### src/rtl/pwm_compare_if.sv
// rtl/pwm_compare_if.sv - counter/duty/PWM signal bundle between the counter stage and pwm_compare
interface pwm_compare_if #(
  parameter int WIDTH = 8
);
  logic [WIDTH-1:0] count;
  logic             ovf;
  logic [WIDTH-1:0] duty_in;
  logic             duty_wr;
  logic             duty_pend;
  logic             pwm;
  logic             pwm_n;

  modport master (
    output count, ovf, duty_in, duty_wr,
    input  duty_pend, pwm, pwm_n
  );

  modport slave (
    input  count, ovf, duty_in, duty_wr,
    output duty_pend, pwm, pwm_n
  );
endinterface

### src/rtl/pwm_compare.sv
// rtl/pwm_compare.sv - double-buffered duty PWM compare; optional dead-band pair under PWM_DEADTIME_EN
module pwm_compare #(
  parameter int WIDTH    = 8,
  parameter int DEADTIME = 4
) (
  input logic         clk,
  input logic         rst,
  pwm_compare_if.slave bus
);

  if (DEADTIME < 1 || DEADTIME > 15) begin : g_bad_deadtime
    $error("pwm_compare: DEADTIME must be in 1..15");
  end

  logic [WIDTH-1:0] duty_sh_q, duty_sh_d;
  logic [WIDTH-1:0] duty_act_q, duty_act_d;
  logic             pend_q, pend_d;
  logic             r_q, r_d;

  // Apply the pending shadow before capturing a simultaneous write, so the
  // new write stays pending for the following period.
  always_comb begin
    duty_sh_d  = duty_sh_q;
    duty_act_d = duty_act_q;
    pend_d     = pend_q;
    if (bus.ovf && pend_q) begin
      duty_act_d = duty_sh_q;
      pend_d     = 1'b0;
    end
    if (bus.duty_wr) begin
      duty_sh_d = bus.duty_in;
      pend_d    = 1'b1;
    end
    r_d = (bus.count < duty_act_q);
  end

  always_ff @(posedge clk or posedge rst) begin
    if (rst) begin
      duty_sh_q  <= '0;
      duty_act_q <= '0;
      pend_q     <= 1'b0;
      r_q        <= 1'b0;
    end else begin
      duty_sh_q  <= duty_sh_d;
      duty_act_q <= duty_act_d;
      pend_q     <= pend_d;
      r_q        <= r_d;
    end
  end

  assign bus.duty_pend = pend_q;

`ifdef PWM_DEADTIME_EN
  localparam logic [3:0] DeadCycles = 4'(DEADTIME);

  // stab_q = cycles r has already held its level before the current one.
  logic [3:0] stab_q, stab_d;

  always_comb begin
    stab_d = stab_q;
    if (r_d != r_q) begin
      stab_d = 4'd0;
    end else if (stab_q != 4'hF) begin
      stab_d = stab_q + 4'd1;
    end
  end

  always_ff @(posedge clk or posedge rst) begin
    if (rst) begin
      stab_q <= 4'd0;
    end else begin
      stab_q <= stab_d;
    end
  end

  assign bus.pwm   =  r_q && (stab_q >= DeadCycles);
  assign bus.pwm_n = !r_q && (stab_q >= DeadCycles);
`else
  assign bus.pwm   =  r_q;
  assign bus.pwm_n = ~r_q;
`endif

endmodule
### src/flat_wrapper.sv
// flat-port wrapper written by rule: the top's interface ports become plain ports
module pwm_compare_flat 
#(
  parameter int WIDTH    = 8,
  parameter int DEADTIME = 4
)
  (clk, rst, bus_count, bus_ovf, bus_duty_in, bus_duty_wr, bus_duty_pend, bus_pwm, bus_pwm_n);
  pwm_compare_if #(.WIDTH(WIDTH)) bus_i ();
  input logic clk;
  input logic rst;
  input wire logic [$bits(bus_i.count)-1:0] bus_count;
  input wire logic [$bits(bus_i.ovf)-1:0] bus_ovf;
  input wire logic [$bits(bus_i.duty_in)-1:0] bus_duty_in;
  input wire logic [$bits(bus_i.duty_wr)-1:0] bus_duty_wr;
  output wire logic [$bits(bus_i.duty_pend)-1:0] bus_duty_pend;
  output wire logic [$bits(bus_i.pwm)-1:0] bus_pwm;
  output wire logic [$bits(bus_i.pwm_n)-1:0] bus_pwm_n;
  assign bus_i.count = bus_count;
  assign bus_i.ovf = bus_ovf;
  assign bus_i.duty_in = bus_duty_in;
  assign bus_i.duty_wr = bus_duty_wr;
  assign bus_duty_pend = bus_i.duty_pend;
  assign bus_pwm = bus_i.pwm;
  assign bus_pwm_n = bus_i.pwm_n;
  pwm_compare #(.WIDTH(WIDTH), .DEADTIME(DEADTIME)) u_core (.clk(clk), .rst(rst), .bus(bus_i));
endmodule
### config.mk
export PLATFORM = sky130hd
export DESIGN_NAME = pwm_compare_flat
export DESIGN_NICKNAME = d
export VERILOG_FILES = /design/src/rtl/pwm_compare_if.sv /design/src/rtl/pwm_compare.sv /design/src/flat_wrapper.sv
export SDC_FILE = /design/constraint.sdc
export NUM_CORES = 1
export LEC_CHECK = 0
export CORE_UTILIZATION = 30
export DETAILED_ROUTE_END_ITERATION = 12
export PLACE_DENSITY = 0.63
export SETUP_SLACK_MARGIN = 0.2
export SYNTH_ARGS = -nofsm -noshare
export SYNTH_HDL_FRONTEND = slang
export SYNTH_SLANG_ARGS = --single-unit
### constraint.sdc
create_clock -name clk -period 2.5 [get_ports clk]
set_input_delay 0.75 -clock clk [delete_from_list [all_inputs] [get_ports clk]]
set_output_delay 0.75 -clock clk [all_outputs]
set_load 0.02 [all_outputs]
==> run_results.csv <==
group,metric,value,unit
outcome,status,"finished clean",
placed_design,place_ws,0.4264,ns
timing,setup_ws,0.4339,ns
timing,setup_tns,0,ns
layout,area_delta_synth_final,34.53,%
placed_design,place_inst,116,
floorplanning,placementRows,18,
drt,drc,0,
drt,final_antenna_net_count,0,
grt,grt_max_degree,19,
synthesis,yosysWarnings,0,
layout,antenna_cells,0,
setup_path,worstPathArrival,1.32,ns
synthesis,syn_avg_cell_area,12.88,um^2
cts,ctsResizeCount,0,
drt,vias_per_cell,4.508,
drt,drt_wl_total,1.356,mm
floorplanning,die_w,54.82,um
setup_path,end_kind,"output port",
layout,fin_util,43.86,%
timing,rsz0062_at_grt,"no",
placed_design,place_congestion,0.6559,
layout,layout_common_cells,"clkdlybuf4s50_1 (22), dfrtp_1 (18), mux2_2 (16), inv_1 (10), ha_1 (7)",
cts,numCtsBuffers,3,
cts,cts_setup_buffers,0,
cts,clk_pin_slew,0.11,ns
cts,clock_latency,0.29,ns
drt,drtIter0Drc,1,
layout,drive_gt1_share,24.44,%
cts,clock-root-buffer,"clkbuf_4",
cts,clkSinkCount,18,
floorplanning,die_y,54.82,um
synthesis,syn_inst,65,
cts,h-tree-depth,1,
timing,drv_slew,0,
floorplanning,dieArea,3005,um^2
drt,wire_per_inst,11.30,um
min_path,hold_class,"reg2reg",
placed_design,dp_hpwl,1.041,mm
timing,fin_crit,2.066,ns
job,drv_cap,0,
power,irDropWorstVdd,491.6,uV
setup_path,crit_required,1.75,ns
layout,final_common_cell,"clkdlybuf4s50_1",
setup_path,criticalPathCategory,"reg2out",
timing,skew,0.006410,ns
placed_design,port-buffer-count,22,
grt,grt_pass1_wl,2.111,mm
power,powerDensity,641.6,nW/um^2
setup_path,cp_max_fo,2,
setup_path,worst_setup_path_start_kind,"flop",
synthesis,synth_nets,92,
grt,grt_util_all_layers,10.41,%
floorplanning,num_io_pins,23,
timing,worst_pin_slew,0.6876,ns
drt,via_count,541,
grt,grt_pass1_vias,490,
floorplanning,core,2567,um^2
drt,drt_pre_antenna_iters,3,
synthesis,ys_types,15,
synthesis,synth-seq-cells,18,
cts,cts_tree,"built",
timing,fin_crit_sh,82.64,%
timing,fmaxAchievable,484.0,MHz
layout,layoutNonFillerInstCount,120,
synthesis,async_reset_ff_share,100.0,%
layout,nets,118,
timing,finalSetupViolations,0,
synthesis,syn_area,837.1,um^2
synthesis,ys_seq_area_share,53.81,%
power,p_leak,0.5161,nW
cts,cts_buffer_depth,2,
timing,hold_viol,0,
timing,relSlewSlack,54.11,%
synthesis,synth_edf_count,0,
timing,holdWs,0.5070,ns
grt,antenna_found_initial,0,
synthesis,ys.flop_type,"dfrtp_1",
cts,cts_hold_buf,0,
grt,overflow,0,
floorplanning,start_util,32.60,%
-- cells in the mapped netlist, types with 2 or more instances --
| cell type | instances | area share [%] |
|---|---|---|
| nand2_1 | 2 | 0.90 |
| ha_1 | 7 | 10 |
| inv_1 | 10 | 4.5 |
| a21oi_1 | 2 | 1.2 |
| mux2_2 | 16 | 22 |
| nor2_1 | 2 | 0.90 |
| dfrtp_1 | 18 | 54 |
-- final timing paths --
path | start | endpoint | slack, ns | cells after the start
max | u_core.bus.pwm | bus_pwm_n | 0.43 | 2
min reg2reg | u_core.duty_sh_q[5] | u_core.duty_act_q[5] | 0.51 | 1
min in group asynchronous | rst | u_core.duty_act_q[2] | 0.85 | 2
max in group asynchronous | rst | u_core.duty_sh_q[3] | 1.22 | 2
min | u_core.duty_sh_q[5] | u_core.duty_act_q[5] | 0.51 | 1
max reg2reg | u_core.duty_act_q[2] | u_core.bus.pwm | 1.23 | 5
-- through the flow --
step | total power [W] | instance area (um^2)
after CTS | 0.0007300 | 1126
after detailed placement | 0.0005526 | 1090
after global placement | 0.0005453 | 1090
after floorplan | 0.0004755 | 837.1
after global routing | 0.0007664 | 1126
final | 0.0007225 | 1126
-- critical path: stages, from the launching register on --
cell	delay, ns
dfrtp_1	0.39
inv_1	0.05
clkdlybuf4s50_1	0.59
-- metal layers --
layer	global-route usage [%]	part of all wire (%)
met1	12.59	47
met2	17.07	43
met3	4.167	9.1
met4	2.564	0.88
met5	0	0
-- power breakdown --
| group | switching [W] | total (W) | leakage [nW] | internal, W |
|---|---|---|---|---|
| clock | 0.0000910 | 0.000180 | 0.0210 | 0.0000888 |
| sequential | 0.0000212 | 0.000357 | 0.210 | 0.000335 |
| combinational | 0.0000776 | 0.000186 | 0.286 | 0.000109 |
| total | 0.000190 | 0.000722 | 0.516 | 0.000533 |
-- cells by family after synthesis --
kind of cell	Yosys count	share of synthesized area [%]
flops	18	53.81
mux	16	21.52
buf+inv	11	5.082
compound gates	7	5.829
fa+ha+maj	7	10.46
simple gates	6	3.290
-- layout make-up --
cell class / count / area, um^2
fillers: 263 / 1441
clock buffers: 4 / 36.28
flip-flops and latches: 18 / 450.4
repair buffers: 22 / 220.2
inverters: 10 / 37.54
well taps: 30 / 37.54
multi-input cells: 36 / 344.1
-- registers in the layout (all words and copies together) (netlist names) --
name and cells:
u_core.duty_act_q 8, u_core.duty_sh_q 8, u_core.bus.duty_pend 1, u_core.bus.pwm 1
(Power assumes the default switching activity.)
==> RTL edit: new RTL, config.mk and constraints unchanged <==
`WIDTH` is set to 8 in 3 places; all go to 6.
--- a/src/rtl/pwm_compare_if.sv
+++ b/src/rtl/pwm_compare_if.sv
@@ -1,6 +1,6 @@
 // rtl/pwm_compare_if.sv - counter/duty/PWM signal bundle between the counter stage and pwm_compare
 interface pwm_compare_if #(
-  parameter int WIDTH = 8
+  parameter int WIDTH = 6
 );
   logic [WIDTH-1:0] count;
   logic             ovf;
--- a/src/rtl/pwm_compare.sv
+++ b/src/rtl/pwm_compare.sv
@@ -1,6 +1,6 @@
 // rtl/pwm_compare.sv - double-buffered duty PWM compare; optional dead-band pair under PWM_DEADTIME_EN
 module pwm_compare #(
-  parameter int WIDTH    = 8,
+  parameter int WIDTH    = 6,
   parameter int DEADTIME = 4
 ) (
   input logic         clk,
--- a/src/flat_wrapper.sv
+++ b/src/flat_wrapper.sv
@@ -1,7 +1,7 @@
 // flat-port wrapper written by rule: the top's interface ports become plain ports
 module pwm_compare_flat 
 #(
-  parameter int WIDTH    = 8,
+  parameter int WIDTH    = 6,
   parameter int DEADTIME = 4
 )
   (clk, rst, bus_count, bus_ovf, bus_duty_in, bus_duty_wr, bus_duty_pend, bus_pwm, bus_pwm_n);
Interface: changed (resized bus_count and bus_duty_in); port bits go from 23 to 19. No check against the original RTL was run, so the function may have changed too.
==> RTL edit against the original RTL <==
- sequential cell count decreased by 4
- wire length decreased by 22%
- utilization increased by 0.57 points
- die area decreased by 20%
- via count decreased by 25%
- sequential share of layout area decreased by 1.0 points
- total power decreased by 23%
- final area decreased by 20%
- first-iteration DRC count decreased by 100%
- setup slack improved by 0.017 ns
- area after synthesis decreased by 20%
- sequential power decreased by 22%
==> RTL edit: results (changes against the original RTL) <==
metric;value;unit;change
vdd_drop_max;0.2282;mV;-54%
dp_hpwl;784.8;um;-25%
skew;0.002843;ns;-0.003567 ns
synth_mux_area_share;23.64;%;+2.1 points
crit_end;bus_duty_pend;;
p_leak;0.4280;nW;-17%
syn_nets;70;;-24%
wl_per_cell;10.95;um;-3.1%
nets;92;;-22%
gp_congestion;0.7560;;+15%
tightest_slew;0.5253;ns;-0.1623 ns
grt_pass1_wl;1.794;mm;-15%
hold-worst-slack;0.5081;ns;+0.001111 ns
synth_ff_type;dfrtp_1;;
synth_compound_area_share;5.066;%;-0.76 points
synthTopCellsByArea;dfrtp_1, mux2_4, mux2_2;;
clk_latency;0.26;ns;-0.03 ns
async_reset_ff_share;100.0;%;unchanged
worst-r2r-setup-slack;1.31;ns;+0.08 ns
numCtsBuffers;3;;unchanged
arrival;1.30;ns;-0.02 ns
critPathLaunch;u_core.bus.duty_pend;;
routed_via_density;4.229;;-6.2%
clk_pin_slew;0.07;ns;-0.04 ns
drt_iter0_drc;0;;-1
grt_pass1_vias;414;;-16%
wl_met2;439;um;-25%
dpl_cell_area;875.8;sq um;-20%
dr_wl_met3;63;um;-49%
synth.distinct_cells;13;;-2
synth_adder_area_share;9.381;%;-1.1 points
status;finished, final reports clean;;
top_regs;u_core.duty_act_q (6), u_core.duty_sh_q (6);;
antenna_cells;0;;unchanged
track_usage;10.14;%;-0.27 points
r2r_cells;4;;-1
drt_pass1_iterations;1;;-2
cp_max_fo;3;;+1
synthTopCellsByCount;dfrtp_1, inv_1, mux2_2, mux2_4, ha_1;;
r2r-start;u_core.duty_act_q[5];;
grt_max_degree;15;;-4
port_buffers;18;;-18%
cpPeakStageDelay;0.63;ns;+0.04 ns
layout-drive-gt1-share;24.64;%;+0.19 points
RTL edit: cell count changes after synthesis, sizes merged, moves of 2 or more:
| cell | change |
|---|---|
| ha | -2 |
| nor2 | -2 |
| dfrtp | -4 |
| o21ai | -2 |
| inv | -2 |
| mux2 | -4 |
RTL edit: final cells by class:
type	instances	area [sq um]
Clock buffer	3	22.52
Fill cell	206	1124
Multi-Input combinational cell	26	281.5
Sequential cell	14	350.3
Inverter	8	30.03
Tap cell	27	33.78
Timing Repair Buffer	18	180.2
RTL edit: through the flow:
step	setup WS [ns]	instances	utilization (%)
after CTS	0.4268	96	44.43
after global routing	0.3979	96	44.43
final	0.4510	96	44.43
after global placement	0.5698	93	43.32
after detailed placement	0.5395	93	43.32
after floorplan	1.003	49	-
RTL edit: kinds of logic (layout without fill, tap and decap cells):
group           after synthesis  after routing
buf+inv                       9             29
flops                        14             14
simple gates                  4              4
compound gates                5              5
fa+ha+maj                     5              5
mux                          12             12
RTL edit: worst reg2reg max path, cell delays in order, from the launching register on:
cell	delay, ns
dfrtp_1	0.36
inv_1	0.05
ha_1	0.31
nand4_1	0.09
o221a_2	0.28
RTL edit: how the worst min path moves through the flow:
| stage | cells after the start | end | start |
|---|---|---|---|
| floorplan | 1 | u_core.duty_act_q[0] | u_core.duty_sh_q[0] |
| global placement | 1 | u_core.duty_act_q[4] | u_core.duty_sh_q[4] |
| detailed placement | 1 | u_core.duty_act_q[5] | u_core.duty_sh_q[5] |
| CTS | 1 | u_core.duty_act_q[0] | u_core.duty_sh_q[0] |
| global route | 1 | u_core.duty_act_q[4] | u_core.duty_sh_q[4] |
| finish | 1 | u_core.duty_act_q[4] | u_core.duty_sh_q[4] |
RTL edit: report_power, final:
group | switching [mW] | internal, mW | leakage [nW]
Clock | 0.0617 | 0.0556 | 0.0138
Combinational | 0.0623 | 0.0992 | 0.251
Sequential | 0.0189 | 0.261 | 0.163
Total | 0.143 | 0.416 | 0.428
RTL edit: per-layer routing:
layer,track usage (%),up-vias
met3,3.115,2
met1,13.89,180
met2,13.93,17
li1,-,207
met5,0,-
met4,5.882,0
